[src/rtl/stp_min_sec_chain.sv]
`default_nettype none
// ============================================================================
//  Module   : stp_min_sec_chain
//  Purpose  : Stopwatch minutes/seconds stage. A prescaler derives one tick
//             per second from CLK while in RUN. Each tick advances a 0..59
//             seconds counter, then a 0..59 minutes counter. Registered
//             one-cycle pulses drive a downstream 24-hour counter: one
//             advances it on the 59:59 -> 00:00 rollover, and one clears it.
//  Revision : 1.0  initial release
// ============================================================================
module stp_min_sec_chain #(
  parameter int TICKS_PER_SEC = 50_000_000,
  parameter int PRESC_W       = 26
) (
  input  logic       CLK,
  input  logic       rst_n,
  input  logic       start,
  input  logic       pause,
  input  logic       clear,
  output logic [7:0] sec,
  output logic [7:0] min,
  output logic       count_up_hr,
  output logic       rst_counters,
  output logic       running
);

  typedef enum logic [1:0] {
    IDLE  = 2'd0,
    RUN   = 2'd1,
    PAUSE = 2'd2
  } state_t;

  // Terminal prescaler value; a tick is due when the prescaler reaches it
  localparam logic [PRESC_W-1:0] C_PRESC_LAST = PRESC_W'(TICKS_PER_SEC - 1);
  localparam logic [PRESC_W-1:0] C_PRESC_ONE  = PRESC_W'(1);
  localparam logic [7:0]         C_LAST_UNIT  = 8'd59;

  state_t             state_q, state_d;
  logic [PRESC_W-1:0] presc_q, presc_d;
  logic [7:0]         sec_q,   sec_d;
  logic [7:0]         min_q,   min_d;
  logic               count_up_hr_q,  count_up_hr_d;
  logic               rst_counters_q, rst_counters_d;
  logic               tick;

  // A tick is only meaningful while the registered state is RUN
  assign tick = (state_q == RUN) && (presc_q == C_PRESC_LAST);

  // Next-state, prescaler and counter logic; clear overrides everything
  always_comb begin
    state_d        = state_q;
    presc_d        = presc_q;
    sec_d          = sec_q;
    min_d          = min_q;
    count_up_hr_d  = 1'b0;
    // The downstream clear pulse follows every sampled clear, whatever the state
    rst_counters_d = clear;

    if (clear) begin
      state_d = IDLE;
      presc_d = '0;
      sec_d   = '0;
      min_d   = '0;
    end else begin
      case (state_q)
        RUN: begin
          if (tick) begin
            presc_d = '0;
            if (sec_q < C_LAST_UNIT) begin
              sec_d = sec_q + 8'd1;
            end else begin
              sec_d = '0;
              if (min_q < C_LAST_UNIT) begin
                min_d = min_q + 8'd1;
              end else begin
                min_d         = '0;
                count_up_hr_d = 1'b1;
              end
            end
          end else begin
            presc_d = presc_q + C_PRESC_ONE;
          end
          // A pause coinciding with a tick still lets that tick count above
          if (pause) begin
            state_d = PAUSE;
          end
        end
        PAUSE: begin
          // Prescaler holds so a resume keeps the partial second
          if (start) begin
            state_d = RUN;
          end
        end
        default: begin
          presc_d = '0;
          if (start) begin
            state_d = RUN;
          end
        end
      endcase
    end
  end

  // State and datapath registers with asynchronous active-low reset
  always_ff @(posedge CLK or negedge rst_n) begin
    if (!rst_n) begin
      state_q        <= IDLE;
      presc_q        <= '0;
      sec_q          <= '0;
      min_q          <= '0;
      count_up_hr_q  <= 1'b0;
      rst_counters_q <= 1'b0;
    end else begin
      state_q        <= state_d;
      presc_q        <= presc_d;
      sec_q          <= sec_d;
      min_q          <= min_d;
      count_up_hr_q  <= count_up_hr_d;
      rst_counters_q <= rst_counters_d;
    end
  end

  assign sec          = sec_q;
  assign min          = min_q;
  assign count_up_hr  = count_up_hr_q;
  assign rst_counters = rst_counters_q;
  assign running      = (state_q == RUN);

endmodule
`default_nettype wire

[config.mk]
export PLATFORM = sky130hd
export DESIGN_NAME = stp_min_sec_chain
export DESIGN_NICKNAME = d
export VERILOG_FILES = /design/src/rtl/stp_min_sec_chain.sv
export SDC_FILE = /design/constraint.sdc
export NUM_CORES = 1
export LEC_CHECK = 0
export ABC_AREA = 1
export CAP_MARGIN = 5
export CORE_AREA = 2 2 89 91
export DETAILED_ROUTE_END_ITERATION = 8
export DIE_AREA = 0 0 91 93
export PLACE_DENSITY_LB_ADDON = 0.3
export SLEW_MARGIN = 20
export SYNTH_ARGS = -nofsm -noshare
export SYNTH_HDL_FRONTEND = slang
export SYNTH_SLANG_ARGS = --single-unit
[constraint.sdc]
create_clock -name CLK -period 1.9 [get_ports CLK]
set_input_delay 0.285 -clock CLK [delete_from_list [all_inputs] [get_ports CLK]]
set_output_delay 0.285 -clock CLK [all_outputs]
set_load 0.1 [all_outputs]
==> results of run 1 <==
[worst max-delay path, cell delays in order, from the launching register on]
cell and delay [ps]:
dfrtp_1 410, ha_1 190, inv_1 70, nor2_4 150, inv_2 60, nor2_2 140
nand2_4 100, nand2_1 120, nand2_2 120, inv_4 140, nor2_1 50
[report_power, final]
group          internal, mW  total, mW  switching (mW)
registers              1.00       1.02          0.0221
clock network         0.266      0.637           0.371
logic                 0.109      0.359           0.250
[cells in the final DEF, fill, tap and decap left out, drive strengths merged]
cell / Yosys / final
a21oi: 1 / 1
clkbuf: 1 / 5
o21ai: 8 / 8
xnor2: 1 / 1
nor3b: 1 / 1
mux2i: 2 / 2
buf: 3 / 30
nor2: 72 / 72
nand2: 130 / 130
clkinv: 0 / 1
ha: 4 / 4
nor3: 6 / 6
or2: 1 / 1
o22ai: 1 / 1
a21boi: 2 / 2
clkdlybuf4s50: 0 / 3
nand3: 45 / 45
inv: 55 / 56
nor4: 1 / 1
dlygate4sd3: 0 / 1
nand3b: 1 / 1
clkinvlp: 0 / 1
dfrtp: 46 / 46
xor2: 12 / 12
nand4: 6 / 6
[stage by stage]
stage	utilization	area, um^2	hold slack [ps]
global route	0.438	3300	458
global placement	0.423	3190	228
floorplan	-	2800	-10.6
finish	0.438	3300	415
detailed placement	0.423	3190	227
CTS	0.437	3290	413
[final timing paths]
| path | startpoint | endpoint | slack (ps) | depth (start not counted) |
|---|---|---|---|---|
| min in group CLK | min[5] | min[5] | 510 | 2 |
| worst max-delay path | presc_q[1] | presc_q[10] | 220 | 10 |
| max in group asynchronous | rst_n | min[1] | 960 | 3 |
| worst max register to register | presc_q[1] | presc_q[10] | 220 | 10 |
| worst min register to register | min[5] | min[5] | 510 | 2 |
| worst min-delay path | rst_n | presc_q[25] | 410 | 2 |
[timing repair]
item,in CTS,in global routing
hold buffers,1,0
gates resized for setup,0,2
endpoints found under the hold margin,13,0
setup endpoints to repair,0,16
[flip-flops by register name (all words and copies together), names as in the netlist]
name,flops
count_up_hr,1
min,8
presc_q,26
rst_counters,1
sec,8
state_q,2
[area by class of cell]
| cell class | count | area, um^2 | area share |
|---|---|---|---|
| Multi-Input combinational cell | 294 | 1410 | 0.426 |
| Clock buffer | 5 | 68.8 | 0.0209 |
| Sequential cell | 46 | 1160 | 0.352 |
| Inverter | 55 | 209 | 0.0634 |
| Clock inverter | 3 | 25.0 | 0.00759 |
| Timing Repair Buffer | 34 | 300 | 0.0911 |
| Tap cell | 102 | 128 | 0.0387 |
[cells by family (layout without fill, tap and decap cells)]
family / count (synthesis) / in the layout / synth area share
buffers and inverters: 59 / 97 / 0.0848
AOI/OAI and AO/OA: 12 / 12 / 0.0238
muxes: 2 / 2 / 0.00718
adders and majority gates: 4 / 4 / 0.0180
DFF: 46 / 46 / 0.413
and+or+nand+nor: 263 / 263 / 0.412
xor gates and xnor gates: 13 / 13 / 0.0408
[metal layers]
metal | vias to the layer above | wire [um]
met1 | 1120 | 3010
met3 | 5 | 306
li1 | 1306 | -
met5 | - | 0
met4 | 0 | 80
met2 | 52 | 2770
==> results.md, run 1 <==
- Clk root buf: clkbuf_8
- Die area: between 8000 and 9000 um^2
- M2 GR Usage: 0.258
- Final std cells w/o fill: 539
- Asr flop ratio synth: 1.00
- Vias in the first global route: 2370
- Met3 Usage GRT: 0.0250
- Area contributors post-synth: dfrtp_1, nand2_1, nor2_1
- Antenna Cells: 0
- Clk sinks: 46
- Tightest Pin Transition: about 380 ps
- Total Nets Final: 445
- Post-DR vias/cell: 4.61
- Synth-to-layout area growth: 18.3%
- Global-route usage over all layers: 0.162
- Setup WS pre-CTS: 126 ps
- Required time of the worst setup path: roughly 2100 ps
- Yosys top cell by area: dfrtp_1
- Die W: ~91 um
- 1st-pass router iterations: 4
- Final Skew: 10.2 ps
- Final worst slack: about 220 ps
- Routed len/inst: approximately 11 um
- Max-cap violation count: 0
- Setup crit end kind: register
- P per Cell Area: ~610 nW/um^2
- Hold Vio Cnt, Final: 0
- Slew margin rel.: 0.745
- Number of post-CTS setup repair buffers: 0
- Seq/Total Area, Yosys: 0.413
- Fmax: a little under 600 MHz
- Final HPWL DP: about 4.7 mm
- Gp weighted congestion: 0.901
- P_leak: ~1.6 nW
- Initial antenna violation count: 0
- I/O pin count: 24
- Met1 usage: 0.226
- Crit Path Class: reg -> reg
- Seq cells post-synth: between 40 and 50
- Initial core utilization: 0.370
- Final worst path period need: approximately 1700 ps
- Clock latency on the worst-skew pair: 310 ps
- Largest net degree at the start of global routing: 34
- Synth top area share: 0.413
- Post-Syn Area: 2790 um^2
- Crit path max fanout: 10
- Slew Limit Fails: 0
- Overflow after GRT: 0
- Yosys warnings: 0
- Htree depth: 2
- Most frequent cells after synthesis: nand2_1, nor2_1, inv_1
- Cell count after synthesis: between 300 and 400
- Final period utilization: 0.884
- Port bufs: 23
- Setup violators final: 0
- Post-Place Cells: 530
- Initial drt markers: about 160
- First-pass GRT wire length: roughly 11 mm
- Ys flop type: dfrtp_1
- Pwr Total: 2.02 mW
- Worst Hold Class: in -> async
- Die span in y: around 93 um
- DRC: 0
- Fill count: 803
- Site Rows: 32
- Library cells used by synthesis: 31
- Post-synth EDFFs: 0
- Avg Inst Size Synth: between 6 and 7 um^2
- RSZ-0062 raised after global routing: false
- Routed WL: 6.16 mm
- Routed Antenna Nets: 0
- Clock transition at the registers of the reported paths: around 100 ps
- Most numerous cell in the Yosys netlist: nand2_1
- Mapped Nets: between 400 and 500
- Critical Path Source Type: register
- DR vias: 2483
- Clock buffer count from CTS: 5
- CORE AREA: approximately 7500 um^2
- TritonCTS clock tree: done
- Share of layout cells above drive strength 1: 0.153
- Clk buf depth: 2
- Global routing's busiest layer: met2
- Status: finished clean
- Critical Path AT: 1880 ps
- Worst vdd ir: ~0.00027 V
- Final TNS setup: 0 ps
Note: power is estimated with default switching activity, not from simulation.
==> run 2, diff against run 1 <==
--- a/config.mk
+++ b/config.mk
@@ -10,6 +10,7 @@
 export CORE_AREA = 2 2 89 91
 export DETAILED_ROUTE_END_ITERATION = 8
 export DIE_AREA = 0 0 91 93
+export HOLD_SLACK_MARGIN = 0.02
 export PLACE_DENSITY_LB_ADDON = 0.3
 export SLEW_MARGIN = 20
 export SYNTH_ARGS = -nofsm -noshare
==> results of run 2 <==
Final layout, timing and power as in run 1 (identical DEF).
==> RTL edit (flow settings as in run 2) <==
Encoding of `state_t`: now one-hot (3 bits for 3 states).
--- a/src/rtl/stp_min_sec_chain.sv
+++ b/src/rtl/stp_min_sec_chain.sv
@@ -24,10 +24,10 @@
   output logic       running
 );
 
-  typedef enum logic [1:0] {
-    IDLE  = 2'd0,
-    RUN   = 2'd1,
-    PAUSE = 2'd2
+  typedef enum logic [2:0] {
+    IDLE  = 3'b001,
+    RUN   = 3'b010,
+    PAUSE = 3'b100
   } state_t;
 
   // Terminal prescaler value; a tick is due when the prescaler reaches it
Function: same outputs for any inputs over 10 cycles, from zero or initial values and one cycle with rst_n low; not proved beyond that.
==> RTL edit against run 2 <==
  * Global-route usage up 0.15 points
  * Design area up 2.9%
  * Sequential cell count up 1
  * Total power up 9.0%
  * Worst hold slack worse by 360 ps
  * Critical endpoint is now presc_q[16]
  * Area after synthesis up 2.3%
  * Worst setup slack worse by 50 ps
  * Wire length up 3.2%
==> RTL edit: results (changes against run 2) <==
| Metric | Value |
|---|---|
| H-tree Lvls | `2 (unchanged)` |
| Dpl hpwl | `4.77 mm (was 4.74 mm)` |
| Number of flip-flops under the largest register name | `26 (unchanged)` |
| N_diodes | `0 (unchanged)` |
| Routability congestion estimate | `0.876 (was 0.901)` |
| Via/cell ratio | `4.81 (was 4.61)` |
| R2r worst-path depth | `10 (unchanged)` |
| Cell family with most CP delay | `simple AND/OR/NAND/NOR gates (unchanged)` |
| # hold bufs at CTS | `0 (was 1)` |
| Initial antenna violation count | `0 (unchanged)` |
| Worst EP arrival | `1910 ps (was 1880 ps)` |
| Leakage power | `1.48 nW (was 1.62 nW)` |
| Share of cells above drive strength 1 | `18.5% (was 15.3%)` |
| Mux contribution to synthesized area | `0% (was 0.718%)` |
| Metal-1 WL | `2.93 mm (was 3.01 mm)` |
| Max VDD drop | `0.434 mV (was 0.268 mV)` |
| Post-synth ARST share | `100% (unchanged)` |
| Worst Path Max Fanout | `18 (was 10)` |
| Met2 GRT Util | `27.8% (was 25.8%)` |
| First-pass GRT wire length | `11.4 mm (was 11.1 mm)` |
| Number of DRC markers in iteration 0 | `259 (was 162)` |
| Vias in the first global route | `2,447 (was 2,370)` |
| Worst slew pin tran | `775 ps (was 383 ps)` |
| Post_cts resized | `0 (unchanged)` |
| Synth Area in XOR/XNOR | `4.30% (was 4.08%)` |
| Switch share | `26.7% (was 31.8%)` |
| Commonest cells post-synth | `nand2_1, nor2_1, dfrtp_1, inv_1, nand3_1 (was nand2_1, nor2_1, inv_1, dfrtp_1, nand3_1)` |
| Max Root-Sink Buffers | `2 (unchanged)` |
| Seq/Total Area, Yosys | `41.3% (about the same)` |
| Nets | `424 (was 445)` |
| Met1 Resource Use GR | `21.9% (was 22.6%)` |
| Crit-path max cell delay | `400 ps` |
| Post-synth cell types | `30 (was 31)` |
| Dpl cells | `510 (was 530)` |
| Post-synthesis adder-cell area fraction | `1.76% (was 1.80%)` |
| Top Layer Used | `met4 (unchanged)` |
| Number of synthesized flops with an enable pin | `0 (unchanged)` |
| Min Hold Slack | `55.4 ps (was 415 ps)` |
| Syn Nets | `391 (was 408)` |
| Synth top area cells | `dfrtp_1, nand2_1, nor2_1 (unchanged)` |
| Synth Instances | `382 (was 399)` |
| Met3 GRT Util | `2.50% (unchanged)` |
| Final WL | `6.36 mm (was 6.16 mm)` |
| Final Non-Filler Cells | `518 (was 539)` |
| CP Capture Point | `presc_q[16] (was presc_q[10])` |
| All-layer global routing usage | `16.3% (was 16.2%)` |
| Status | `finished clean (unchanged)` |
| Compound-gate portion of the synthesized area | `2.76% (was 2.38%)` |
| Metal3 WL | `232 um (was 306 um)` |
| R2R Setup Slk | `170 ps (was 220 ps)` |
| Routed wl met2 | `3.12 mm (was 2.77 mm)` |
| Clock Skew | `11.4 ps (was 10.2 ps)` |
[RTL edit: cell type report]
class / count / area [um2]
well taps: 102 / 128
repair buffers: 33 / 290
clock buffers: 5 / 68.8
inverters: 36 / 145
clock inverters: 3 / 67.6
fillers: 798 / 4130
flip-flops and latches: 47 / 1180
multi-input cells: 292 / 1510
[RTL edit: power groups by stage]
| stage | Clock [mW] | Sequential (mW) | Combinational [mW] |
|---|---|---|---|
| 6_report | 0.877 | 1.05 | 0.277 |
| 5_1_grt | 0.941 | 1.05 | 0.302 |
| 4_1_cts | 0.898 | 1.05 | 0.280 |
| 3_5_place_dp | 0 | 1.07 | 0.279 |
| 3_3_place_gp | 0 | 1.07 | 0.278 |
| 2_1_floorplan | 0 | 1.16 | 0.102 |
[RTL edit: through the flow]
stage	instance area (um2)	setup TNS (ps)	setup slack [ps]	utilization, %
global route	3390	0	23.8	45.1
floorplan	2880	-4950	-233	-
global placement	3250	0	126	43.1
detailed placement	3250	0	109	43.1
CTS	3380	0	102	44.9
finish	3390	0	170	45.1
